### config.mk
export PLATFORM = sky130hd
export DESIGN_NAME = uart_param
export DESIGN_NICKNAME = d
export VERILOG_FILES = /design/src/rtl/uart_pkg.sv /design/src/rtl/sync_fifo.sv /design/src/rtl/uart_param.sv
export SDC_FILE = /design/constraint.sdc
export NUM_CORES = 1
export LEC_CHECK = 0
export CORE_ASPECT_RATIO = 1.2
export CORE_MARGIN = 2
export CORE_UTILIZATION = 30
export CTS_CLUSTER_DIAMETER = 30
export DETAILED_ROUTE_END_ITERATION = 12
export PLACE_DENSITY = 0.49
export REMOVE_ABC_BUFFERS = 1
export SLEW_MARGIN = 30
export SYNTH_ARGS = -nofsm -noshare
export SYNTH_HDL_FRONTEND = slang
export SYNTH_SLANG_ARGS = --single-unit
### constraint.sdc
create_clock -name clk -period 3.4 [get_ports clk]
set_input_delay 0.51 -clock clk [delete_from_list [all_inputs] [get_ports clk]]
set_output_delay 0.51 -clock clk [all_outputs]
set_load 0.05 [all_outputs]
### src/rtl/uart_pkg.sv
// Shared constants, FSM state encodings and the parity helper for the UART.
// Both the TX and RX paths import this package.
package uart_pkg;

    localparam int PAR_NONE = 0;
    localparam int PAR_ODD  = 1;
    localparam int PAR_EVEN = 2;

    typedef enum logic [2:0] {
        TX_IDLE,
        TX_START,
        TX_DATA,
        TX_PARITY,
        TX_STOP
    } tx_state_t;

    typedef enum logic [2:0] {
        RX_IDLE,
        RX_START,
        RX_DATA,
        RX_PARITY,
        RX_STOP
    } rx_state_t;

    // Narrow data words are zero-extended by the caller, which leaves the XOR unchanged.
    function automatic logic parity_bit(input logic [7:0] data, input int mode);
        return (mode == PAR_ODD) ? ~(^data) : (^data);
    endfunction

endpackage

### src/rtl/sync_fifo.sv
// Single-clock show-ahead FIFO with registered full/empty flags.
// The head word reads as zero while the FIFO is empty.
module sync_fifo #(
    parameter int WIDTH = 8,
    parameter int AW    = 4
) (
    input  logic             clk,
    input  logic             rst,
    input  logic             wr_en_i,
    input  logic [WIDTH-1:0] wr_data_i,
    input  logic             rd_en_i,
    output logic [WIDTH-1:0] rd_data_o,
    output logic             full_o,
    output logic             empty_o
);
    localparam int DEPTH = 1 << AW;

    logic [WIDTH-1:0] mem_q [DEPTH];
    logic [AW-1:0]    wr_ptr_q, rd_ptr_q;
    logic [AW:0]      count_q, count_d;
    logic             full_q, empty_q;
    logic             wr_ok, rd_ok;

    assign wr_ok = wr_en_i & ~full_q;
    assign rd_ok = rd_en_i & ~empty_q;

    always_comb begin
        count_d = count_q + {{AW{1'b0}}, wr_ok} - {{AW{1'b0}}, rd_ok};
    end

    always_ff @(posedge clk) begin
        if (rst) begin
            wr_ptr_q <= '0;
            rd_ptr_q <= '0;
            count_q  <= '0;
            full_q   <= 1'b0;
            empty_q  <= 1'b1;
        end else begin
            if (wr_ok) wr_ptr_q <= wr_ptr_q + 1'b1;
            if (rd_ok) rd_ptr_q <= rd_ptr_q + 1'b1;
            count_q <= count_d;
            full_q  <= (count_d == (AW+1)'(DEPTH));
            empty_q <= (count_d == '0);
        end
    end

    always_ff @(posedge clk) begin
        if (wr_ok) mem_q[wr_ptr_q] <= wr_data_i;
    end

    assign rd_data_o = empty_q ? '0 : mem_q[rd_ptr_q];
    assign full_o    = full_q;
    assign empty_o   = empty_q;

endmodule

### src/rtl/uart_param.sv
// Parameterised UART: FIFO-buffered transmitter and receiver, each with its own
// bit-timing counter, plus one-cycle error pulses for bad received frames.
module uart_param
    import uart_pkg::*;
#(
    parameter int CLKS_PER_BIT = 868,
    parameter int DATA_BITS    = 8,
    parameter int PARITY       = 0,
    parameter int STOP_BITS    = 1,
    parameter int FIFO_AW      = 4
) (
    input  logic                 clk,
    input  logic                 rst,
    input  logic                 rxd,
    output logic                 txd,
    input  logic                 wrreq,
    input  logic [DATA_BITS-1:0] write_data,
    output logic                 wrfull,
    input  logic                 rdreq,
    output logic [DATA_BITS-1:0] read_data,
    output logic                 empty,
    output logic                 parity_err,
    output logic                 framing_err,
    output logic                 overrun
);
    localparam int            CW         = $clog2(CLKS_PER_BIT);
    localparam logic [CW-1:0] BIT_LAST   = CW'(CLKS_PER_BIT - 1);
    localparam logic [CW-1:0] HALF_LAST  = CW'(CLKS_PER_BIT / 2 - 1);
    localparam logic [2:0]    DATA_LAST  = 3'(DATA_BITS - 1);
    localparam logic [2:0]    STOP_LAST  = 3'(STOP_BITS - 1);
    localparam logic          HAS_PARITY = (PARITY != PAR_NONE);

    logic                 tx_pop, tx_empty;
    logic [DATA_BITS-1:0] tx_head;
    logic                 rx_push, rx_full;

    tx_state_t            tx_state_q, tx_state_d;
    logic [CW-1:0]        tx_cnt_q, tx_cnt_d;
    logic [2:0]           tx_bit_q, tx_bit_d;
    logic [DATA_BITS-1:0] tx_sh_q, tx_sh_d;
    logic                 tx_par_q, tx_par_d, txd_q, txd_d, tx_tick;

    rx_state_t            rx_state_q, rx_state_d;
    logic [CW-1:0]        rx_cnt_q, rx_cnt_d;
    logic [2:0]           rx_bit_q, rx_bit_d;
    logic [DATA_BITS-1:0] rx_sh_q, rx_sh_d;
    logic                 rx_par_q, rx_par_d, rx_tick;
    logic                 rx_s1_q, rx_s2_q, rx_prev_q;
    logic                 perr_q, perr_d, ferr_q, ferr_d, ovr_q, ovr_d;

    sync_fifo #(.WIDTH(DATA_BITS), .AW(FIFO_AW)) u_tx_fifo (
        .clk(clk), .rst(rst), .wr_en_i(wrreq), .wr_data_i(write_data),
        .rd_en_i(tx_pop), .rd_data_o(tx_head), .full_o(wrfull), .empty_o(tx_empty)
    );

    sync_fifo #(.WIDTH(DATA_BITS), .AW(FIFO_AW)) u_rx_fifo (
        .clk(clk), .rst(rst), .wr_en_i(rx_push), .wr_data_i(rx_sh_q),
        .rd_en_i(rdreq), .rd_data_o(read_data), .full_o(rx_full), .empty_o(empty)
    );

    assign tx_tick = (tx_cnt_q == BIT_LAST);
    assign rx_tick = (rx_cnt_q == BIT_LAST);

    always_comb begin
        tx_state_d = tx_state_q;
        tx_cnt_d   = tx_cnt_q;
        tx_bit_d   = tx_bit_q;
        tx_sh_d    = tx_sh_q;
        tx_par_d   = tx_par_q;
        txd_d      = txd_q;
        tx_pop     = 1'b0;
        if (tx_state_q != TX_IDLE) tx_cnt_d = tx_tick ? '0 : tx_cnt_q + CW'(1);
        case (tx_state_q)
            TX_IDLE: begin
                txd_d = 1'b1;
                if (!tx_empty) begin
                    tx_pop     = 1'b1;
                    tx_sh_d    = tx_head;
                    tx_par_d   = parity_bit(8'(tx_head), PARITY);
                    tx_cnt_d   = '0;
                    txd_d      = 1'b0;
                    tx_state_d = TX_START;
                end
            end
            TX_START: if (tx_tick) begin
                tx_state_d = TX_DATA;
                tx_bit_d   = '0;
                txd_d      = tx_sh_q[0];
            end
            TX_DATA: if (tx_tick) begin
                if (tx_bit_q == DATA_LAST) begin
                    tx_bit_d   = '0;
                    tx_state_d = HAS_PARITY ? TX_PARITY : TX_STOP;
                    txd_d      = HAS_PARITY ? tx_par_q : 1'b1;
                end else begin
                    tx_bit_d = tx_bit_q + 3'd1;
                    tx_sh_d  = tx_sh_q >> 1;
                    txd_d    = tx_sh_q[1];
                end
            end
            TX_PARITY: if (tx_tick) begin
                tx_state_d = TX_STOP;
                tx_bit_d   = '0;
                txd_d      = 1'b1;
            end
            TX_STOP: if (tx_tick) begin
                if (tx_bit_q != STOP_LAST) begin
                    tx_bit_d = tx_bit_q + 3'd1;
                end else if (!tx_empty) begin
                    // Chain straight into the next start bit so queued frames leave no idle gap.
                    tx_pop     = 1'b1;
                    tx_sh_d    = tx_head;
                    tx_par_d   = parity_bit(8'(tx_head), PARITY);
                    txd_d      = 1'b0;
                    tx_state_d = TX_START;
                end else begin
                    tx_state_d = TX_IDLE;
                end
            end
            default: tx_state_d = TX_IDLE;
        endcase
    end

    always_comb begin
        rx_state_d = rx_state_q;
        rx_cnt_d   = rx_cnt_q;
        rx_bit_d   = rx_bit_q;
        rx_sh_d    = rx_sh_q;
        rx_par_d   = rx_par_q;
        rx_push    = 1'b0;
        perr_d     = 1'b0;
        ferr_d     = 1'b0;
        ovr_d      = 1'b0;
        if (rx_state_q != RX_IDLE) rx_cnt_d = rx_tick ? '0 : rx_cnt_q + CW'(1);
        case (rx_state_q)
            RX_IDLE: if (rx_prev_q && !rx_s2_q) begin
                rx_state_d = RX_START;
                rx_cnt_d   = '0;
            end
            RX_START: if (rx_cnt_q == HALF_LAST) begin
                // Mid-start re-check: a line already back high was only a glitch.
                rx_cnt_d   = '0;
                rx_bit_d   = '0;
                rx_state_d = rx_s2_q ? RX_IDLE : RX_DATA;
            end
            RX_DATA: if (rx_tick) begin
                rx_sh_d = {rx_s2_q, rx_sh_q[DATA_BITS-1:1]};
                if (rx_bit_q == DATA_LAST) rx_state_d = HAS_PARITY ? RX_PARITY : RX_STOP;
                else rx_bit_d = rx_bit_q + 3'd1;
            end
            RX_PARITY: if (rx_tick) begin
                rx_par_d   = rx_s2_q;
                rx_state_d = RX_STOP;
            end
            RX_STOP: if (rx_tick) begin
                rx_state_d = RX_IDLE;
                if (!rx_s2_q) ferr_d = 1'b1;
                else if (HAS_PARITY && (rx_par_q != parity_bit(8'(rx_sh_q), PARITY))) perr_d = 1'b1;
                else if (rx_full) ovr_d = 1'b1;
                else rx_push = 1'b1;
            end
            default: rx_state_d = RX_IDLE;
        endcase
    end

    always_ff @(posedge clk) begin
        if (rst) begin
            tx_state_q <= TX_IDLE;
            tx_cnt_q   <= '0;
            tx_bit_q   <= '0;
            tx_sh_q    <= '0;
            tx_par_q   <= 1'b0;
            txd_q      <= 1'b1;
            rx_state_q <= RX_IDLE;
            rx_cnt_q   <= '0;
            rx_bit_q   <= '0;
            rx_sh_q    <= '0;
            rx_par_q   <= 1'b0;
            rx_s1_q    <= 1'b1;
            rx_s2_q    <= 1'b1;
            rx_prev_q  <= 1'b1;
            perr_q     <= 1'b0;
            ferr_q     <= 1'b0;
            ovr_q      <= 1'b0;
        end else begin
            tx_state_q <= tx_state_d;
            tx_cnt_q   <= tx_cnt_d;
            tx_bit_q   <= tx_bit_d;
            tx_sh_q    <= tx_sh_d;
            tx_par_q   <= tx_par_d;
            txd_q      <= txd_d;
            rx_state_q <= rx_state_d;
            rx_cnt_q   <= rx_cnt_d;
            rx_bit_q   <= rx_bit_d;
            rx_sh_q    <= rx_sh_d;
            rx_par_q   <= rx_par_d;
            rx_s1_q    <= rxd;
            rx_s2_q    <= rx_s1_q;
            rx_prev_q  <= rx_s2_q;
            perr_q     <= perr_d;
            ferr_q     <= ferr_d;
            ovr_q      <= ovr_d;
        end
    end

    assign txd         = txd_q;
    assign parity_err  = perr_q;
    assign framing_err = ferr_q;
    assign overrun     = ovr_q;

endmodule

==> impl_results.md, run 1 <==
* Reg power frac at 34.6%
* Pint at 10.7 mW
* Crit path DAT at 2.67 ns
* Die ar. at 49000 um^2
* Final Cycle Share at 93.4%
* Crit-path max FO at 8
* Area Growth Syn to Fin at 26.8%
* Gate Count Post-Synth at 920
* Cts bufs inserted at 72
* H-tree levels at 3
* Fin Setup TNS at 0 ns
* Depth of the worst hold-timing path at 1
* Hold path startpoint: rx_s1_q
* Worst-path clk slew at 0.06 ns
* Most numerous cell in the Yosys netlist: edfxtp_1
* Clk network pwr share at 50.6%
* Startpoint class of the critical path: flip-flop
* P per Cell Area at 797 nW/um^2
* XOR/XNOR share of the synthesized area at 1.79%
* Comb power frac at 14.8%
* Sequential-to-total area share from yosys stat at 67.2%
* Vias per cell at 4.63
* Adder-cell share of the synthesized area at 2.75%
* Mux cell area share after synthesis at 12.6%
* Top cell type by total area after synthesis: edfxtp_1
* # setup viols final at 0
* Initial Util at 30.3%
* Largest family of logic cells by synthesized area: multiplexers
* Post-DP Area at 15400 um^2
* Outcome: complete, no violations
* Worst Hold Class: flip-flop to flip-flop
* Yosys warns at 0
* Buffers on Ports at 25
* Max cap viols at 0
* Detailed-route via count at 7872
* Post-synthesis compound-gate area fraction at 4.59%
* Vias in the first global route at 8220
* Reg-to-Reg Start: tx_cnt_q[0]
* RSZ-0062 raised after global routing: true
* Detailed placement HPWL at 18600 um
* Post-Syn Area per Cell at 15.4 um^2
* Layout cells sized above 1 at 25.5%
* Initial antenna violation count at 1
* Post-CTS sizing at 0
* Peak supply drop at 455 uV
* Worst-Skew Late Latency at 0.58 ns
* Die Y at 242 um
* First-pass GRT wire length at 46000 um
* Placer Congestion at 0.725
* Tot GR Track Use at 12.2%
* Ys async rst share at 0%
* Final clock skew at 0.0211 ns
* Slowest cell on crit path: mux4_2
* Num ports at 27
* Area share of the largest cell type after synthesis at 54.2%
* Fin nets at 1062
* 1st-pass router iterations at 7
* Initial drt markers at 388
* Top cells by count, synth: edfxtp_1 (256), nor2_1 (102), dfxtp_1 (92), mux4_2 (72), clkbuf_1 (37)
* Worst Hold Path EP: rx_s2_q
* CTS tree: done
* R2r setup slk at 0.23 ns
* Fin. max-slew vios at 0
* CTS root buf: clkbuf_16
* Post-synthesis simple-gate area fraction at 8.87%
* Die X at 202 um
* Hold WS at 0.409 ns
* Core area at 46800 um^2
* P_leak at 6.08 nW
* Post-synth cell types at 58
* Sw power at 3.63 mW
* Number of antenna diodes at 0
* Fin util at 38.4%
* Worst reg-to-reg path cell count at 14
* CP max stage delay at 0.58 ns
* CTS Hold Buffers Added at 0
* Total Wirelength at 29000 um
* Row count at 87
* CP cell instances: buf_4 > mux4_2 > mux4_2 > nor2b_1 > buf_4
* Antenna-violating nets left at 0
* Mapped Area at 14200 um^2
* Grt ovf at 0
* Sw Share at 25.3%
* Setup Crit Path Kind: flip-flop to output pin
* Post-layout minimum cycle time at 3.18 ns
* Worst EP required at 2.89 ns
* Post-synth EDFFs at 256
* Final instance area at 18000 um^2
* Max Freq at 315 MHz
* Largest net degree at the start of global routing at 48
* Tightest Pin Transition at 0.734 ns
* Slew Limit Headroom at 50.9%
* Post-route DRC at 0
* Crit end category: output pin
* Ys flop type: edfxtp_1
* Clock buffer depth at 3
* Post-CTS Setup Bufs at 0
* Largest cells by area after synthesis: edfxtp_1 (54%), dfxtp_1 (13%), mux4_2 (11%), nor2_1 (2.7%), ha_1 (2.5%)
* Avg WL per Cell at 17.1 um
* Final Hold Fails at 0
* Worst r2r dst: u_tx_fifo.full_o
* TritonCTS Sinks at 348
* #FFs+latches synth at 348
-- layout make-up --
type                       instances  area [um^2]
fill                            4391        28800
sequential                       348         9530
multi-input combinational        496         4360
clock buffer                      88         2040
tap                              623          779
timing repair buffer              76          633
clock inverter                    45          541
inverter                          25         93.8
-- flip-flops by register name (all words and copies together) (netlist names), 4 cells and up, named ones only --
name and count:
tx_sh_q 8, u_rx_fifo.count_q 5, u_rx_fifo.mem_q 128, u_tx_fifo.wr_ptr_q 4, rx_cnt_q 10, u_tx_fifo.rd_ptr_q 4, u_tx_fifo.count_q 5, u_rx_fifo.wr_ptr_q 4
u_tx_fifo.mem_q 128, u_rx_fifo.rd_ptr_q 4, rx_sh_q 8, tx_cnt_q 10
-- logic make-up (layout without fill, tap and decap cells) --
| kind of cell | Yosys count | in the layout |
|---|---|---|
| flops | 348 | 348 |
| fa+ha+maj | 30 | 30 |
| compound gates | 96 | 96 |
| buf+inv | 76 | 234 |
| simple gates | 251 | 251 |
| mux | 89 | 89 |
| other cells | 1 | 1 |
| xor+xnor | 29 | 29 |
-- critical path, delay by kind of cell, from the launching register on --
kind | cells | cell delay [ns]
buffers and inverters | 2 | 0.42
flip-flops | 1 | 0.45
AND/OR/NAND/NOR | 1 | 0.14
multiplexers | 2 | 1.06
-- routing by layer --
| layer | global-route usage [%] | routed length (um) |
|---|---|---|
| met1 | 14.4 | 12100 |
| met2 | 20.9 | 15100 |
| met3 | 3.01 | 1060 |
| met4 | 5.37 | 786 |
| met5 | 0 | 0 |
-- stage by stage --
stage | std cells | power [mW] | worst slack, ns
floorplan | 869 | 6.55 | 0.0506
global placement | 1568 | 7.18 | 0.176
CTS | 1701 | 14.6 | 0.0428
finish | 1701 | 14.3 | 0.223
detailed placement | 1568 | 7.19 | 0.129
global route | 1701 | 15.0 | 0.00816
-- layout by cell type (no fill, tap or decap), drive strengths merged, types with 16 or more instances in the layout --
master / Yosys / layout
xor2: 16 / 16
clkbuf: 37 / 88
nand2: 27 / 27
nor2b: 20 / 20
edfxtp: 256 / 256
ha: 28 / 28
a21oi: 31 / 31
dfxtp: 92 / 92
nor3: 27 / 27
nand3: 17 / 17
buf: 14 / 60
nor2: 102 / 102
inv: 25 / 36
clkdlybuf4s50: 0 / 16
mux4: 72 / 72
mux2i: 16 / 16
-- power groups by stage --
stage / clock network (mW) / registers [mW] / logic [mW]
finish: 7.25 / 4.96 / 2.12
CTS: 7.44 / 4.96 / 2.15
floorplan: 0 / 5.15 / 1.40
global placement: 0 / 5.04 / 2.14
detailed placement: 0 / 5.04 / 2.15
global route: 7.64 / 4.99 / 2.35
-- how the worst max path moves through the flow --
stage / start / endpoint / slack, ns / depth (start not counted)
floorplan: flip-flop / read_data[0] / 0.05 / 3
global placement: tx_cnt_q[0] / u_tx_fifo.full_o / 0.18 / 14
detailed placement: tx_cnt_q[0] / u_tx_fifo.full_o / 0.13 / 14
CTS: flip-flop / read_data[0] / 0.04 / 5
global route: tx_cnt_q[0] / u_tx_fifo.full_o / 0.008 / 14
finish: flip-flop / read_data[0] / 0.22 / 5
Power figures use the tool's default switching activity.
==> run 2: changes to the inputs <==
- PLACE_DENSITY: 0.49 -> 0.44
==> run 2 against run 1 <==
Combinational power increased by 2%. Hold slack lost 0.11 ns. Wire length increased by 7.6%. Global-route usage up 0.85 points. Flip-flop and latch count did not move. Sequential power hardly changed. Critical endpoint is now read_data[3]. Largest cell class unchanged. Sequential share of layout area decreased by 0.33 points. Via count is 0.53% lower.
==> impl_results.md, run 2 (synthesis results as in run 1) <==
* Outcome: complete, no violations
* Antenna-violating nets left at 0
* Worst reg-to-reg path cell count at 14
* Die ar. at 49000 um^2
* Grt ovf at 0
* Tot GR Track Use at 13.0%
* Final clock skew at 0.0227 ns
* R2r setup slk at 0.24 ns
* Buffers on Ports at 25
* Setup Crit Path Kind: flip-flop to output pin
* Max cap viols at 0
* Fin Setup TNS at 0 ns
* Die Y at 242 um
* 1st-pass router iterations at 4
* GR peak layer: met2
* TritonCTS Sinks at 348
* Hold path startpoint: rst
* Initial Util at 30.3%
* P_leak at 6.16 nW
* Vias per cell at 4.58
* Pint at 11.0 mW
* # setup viols final at 0
* Detailed placement HPWL at 19900 um
* Clk network pwr share at 51.2%
* Clock buffer depth at 3
* H-tree levels at 3
* Initial antenna violation count at 0
* Crit-path max FO at 15
* Depth of the worst hold-timing path at 2
* Sw power at 3.66 mW
* Met3 Use GR at 2.93%
* Worst Hold Class: primary input to flip-flop
* Worst r2r dst: u_tx_fifo.full_o
* Commonest non-fill, non-tap cells in the layout: edfxtp_1 (256), nor2_1 (102), dfxtp_1 (90)
* Placer Congestion at 0.696
* Core area at 46800 um^2
* Final Cycle Share at 93.5%
* Worst-path clk slew at 0.05 ns
* Post-CTS Setup Bufs at 0
* Reg-to-Reg Start: tx_cnt_q[0]
* Top Registers: u_rx_fifo.mem_q x128, u_tx_fifo.mem_q x128
* CTS root buf: clkbuf_16
* First-pass GRT wire length at 48300 um
* Final Hold Fails at 0
* Peak supply drop at 394 uV
* Crit path DAT at 2.67 ns
* Commonest non-fill, non-tap cell in the layout: edfxtp_1
* Reg power frac at 33.9%
* Tightest Pin Transition at 0.773 ns
* Startpoint class of the critical path: flip-flop
* Cts bufs inserted at 77
* Post-layout minimum cycle time at 3.18 ns
* Area Growth Syn to Fin at 27.6%
* Slew Limit Headroom at 48.3%
* Post-DP Area at 15400 um^2
* Worst-Skew Late Latency at 0.59 ns
* GRT met2 Usage at 22.8%
* Max Freq at 315 MHz
* Post-route DRC at 0
* Num ports at 27
* Sw Share at 25.0%
* Vias in the first global route at 8220
* CTS tree: done
* Final instance area at 18100 um^2
* Avg WL per Cell at 18.3 um
* Fin nets at 1069
* Layout cells sized above 1 at 25.3%
* Largest net degree at the start of global routing at 64
* Total Wirelength at 31200 um
* Number of antenna diodes at 0
* Row count at 87
* P per Cell Area at 809 nW/um^2
* Fin. max-slew vios at 0
* Die X at 202 um
* Initial drt markers at 308
* Crit end category: output pin
* Worst EP required at 2.89 ns
* Comb power frac at 14.8%
* Tot Pwr at 14.6 mW
* RSZ-0062 raised after global routing: false
* GR Layer Usage met1 at 15.0%
* Detailed-route via count at 7830
[run 2: cell count changes in the layout (fill, tap and decap cells not counted)]
| cell | change |
|---|---|
| inv_4 | +1 |
| clkinv_8 | -1 |
| buf_12 | +2 |
| ha_2 | -1 |
| clkinv_1 | +5 |
| ha_1 | +1 |
| inv_8 | -3 |
| clkinvlp_4 | -5 |
| bufinv_16 | +2 |
| clkbuf_1 | +2 |
| inv_6 | -1 |
| clkbuf_8 | +4 |
| clkbuf_16 | +1 |
[run 2: layout make-up]
type	count	area (um^2)
fill	4382	28700
sequential	348	9530
multi-input combinational	496	4360
clock buffer	95	2130
tap	623	779
timing repair buffer	78	673
clock inverter	43	529
inverter	25	93.8
[run 2: critical path, cell delays in order (launching register included)]
cell and delay [ns]:
dfxtp_4 0.47, buf_12 0.21, mux4_2 0.56, mux4_2 0.48, nor2b_1 0.15, buf_4 0.19
[run 2: metal layers]
metal	vias to the layer above	wire length [um]
met1	3903	13000
met4	0	736
li1	3748	-
met5	-	0
met3	58	1160
met2	121	16300
[run 2: worst max-delay path by stage]
stage	from	end	slack, ns	cells past startpoint
floorplan	flip-flop	read_data[0]	0.05	3
global placement	tx_cnt_q[0]	u_tx_fifo.full_o	0.23	14
detailed placement	tx_cnt_q[0]	u_tx_fifo.full_o	0.15	14
CTS	flip-flop	read_data[3]	0.03	5
global route	tx_cnt_q[0]	u_tx_fifo.full_o	0.006	14
finish	flip-flop	read_data[3]	0.22	5
[run 2: repair_timing]
item | in CTS | in global routing
resized for setup | 0 | 2
hold buffers | 0 | 0
endpoints found under the setup margin | 0 | 2
[run 2: power by group through the flow]
stage / logic (mW) / registers [mW] / clock network, mW
after floorplan: 1.40 / 5.15 / 0
after global placement: 2.21 / 5.05 / 0
after detailed placement: 2.21 / 5.05 / 0
after CTS: 2.22 / 4.98 / 7.69
after global routing: 2.39 / 5.01 / 7.89
final: 2.17 / 4.97 / 7.51
[run 2: through the flow]
stage | util [%] | cells | setup slack, ns | hold slack [ns]
after global routing | 38.7 | 1708 | 0.00617 | 0.320
after detailed placement | 33.0 | 1570 | 0.146 | 0.404
after global placement | 33.0 | 1570 | 0.235 | 0.405
final | 38.7 | 1708 | 0.222 | 0.302
after CTS | 38.6 | 1708 | 0.0312 | 0.285
after floorplan | - | 869 | 0.0506 | 0.389
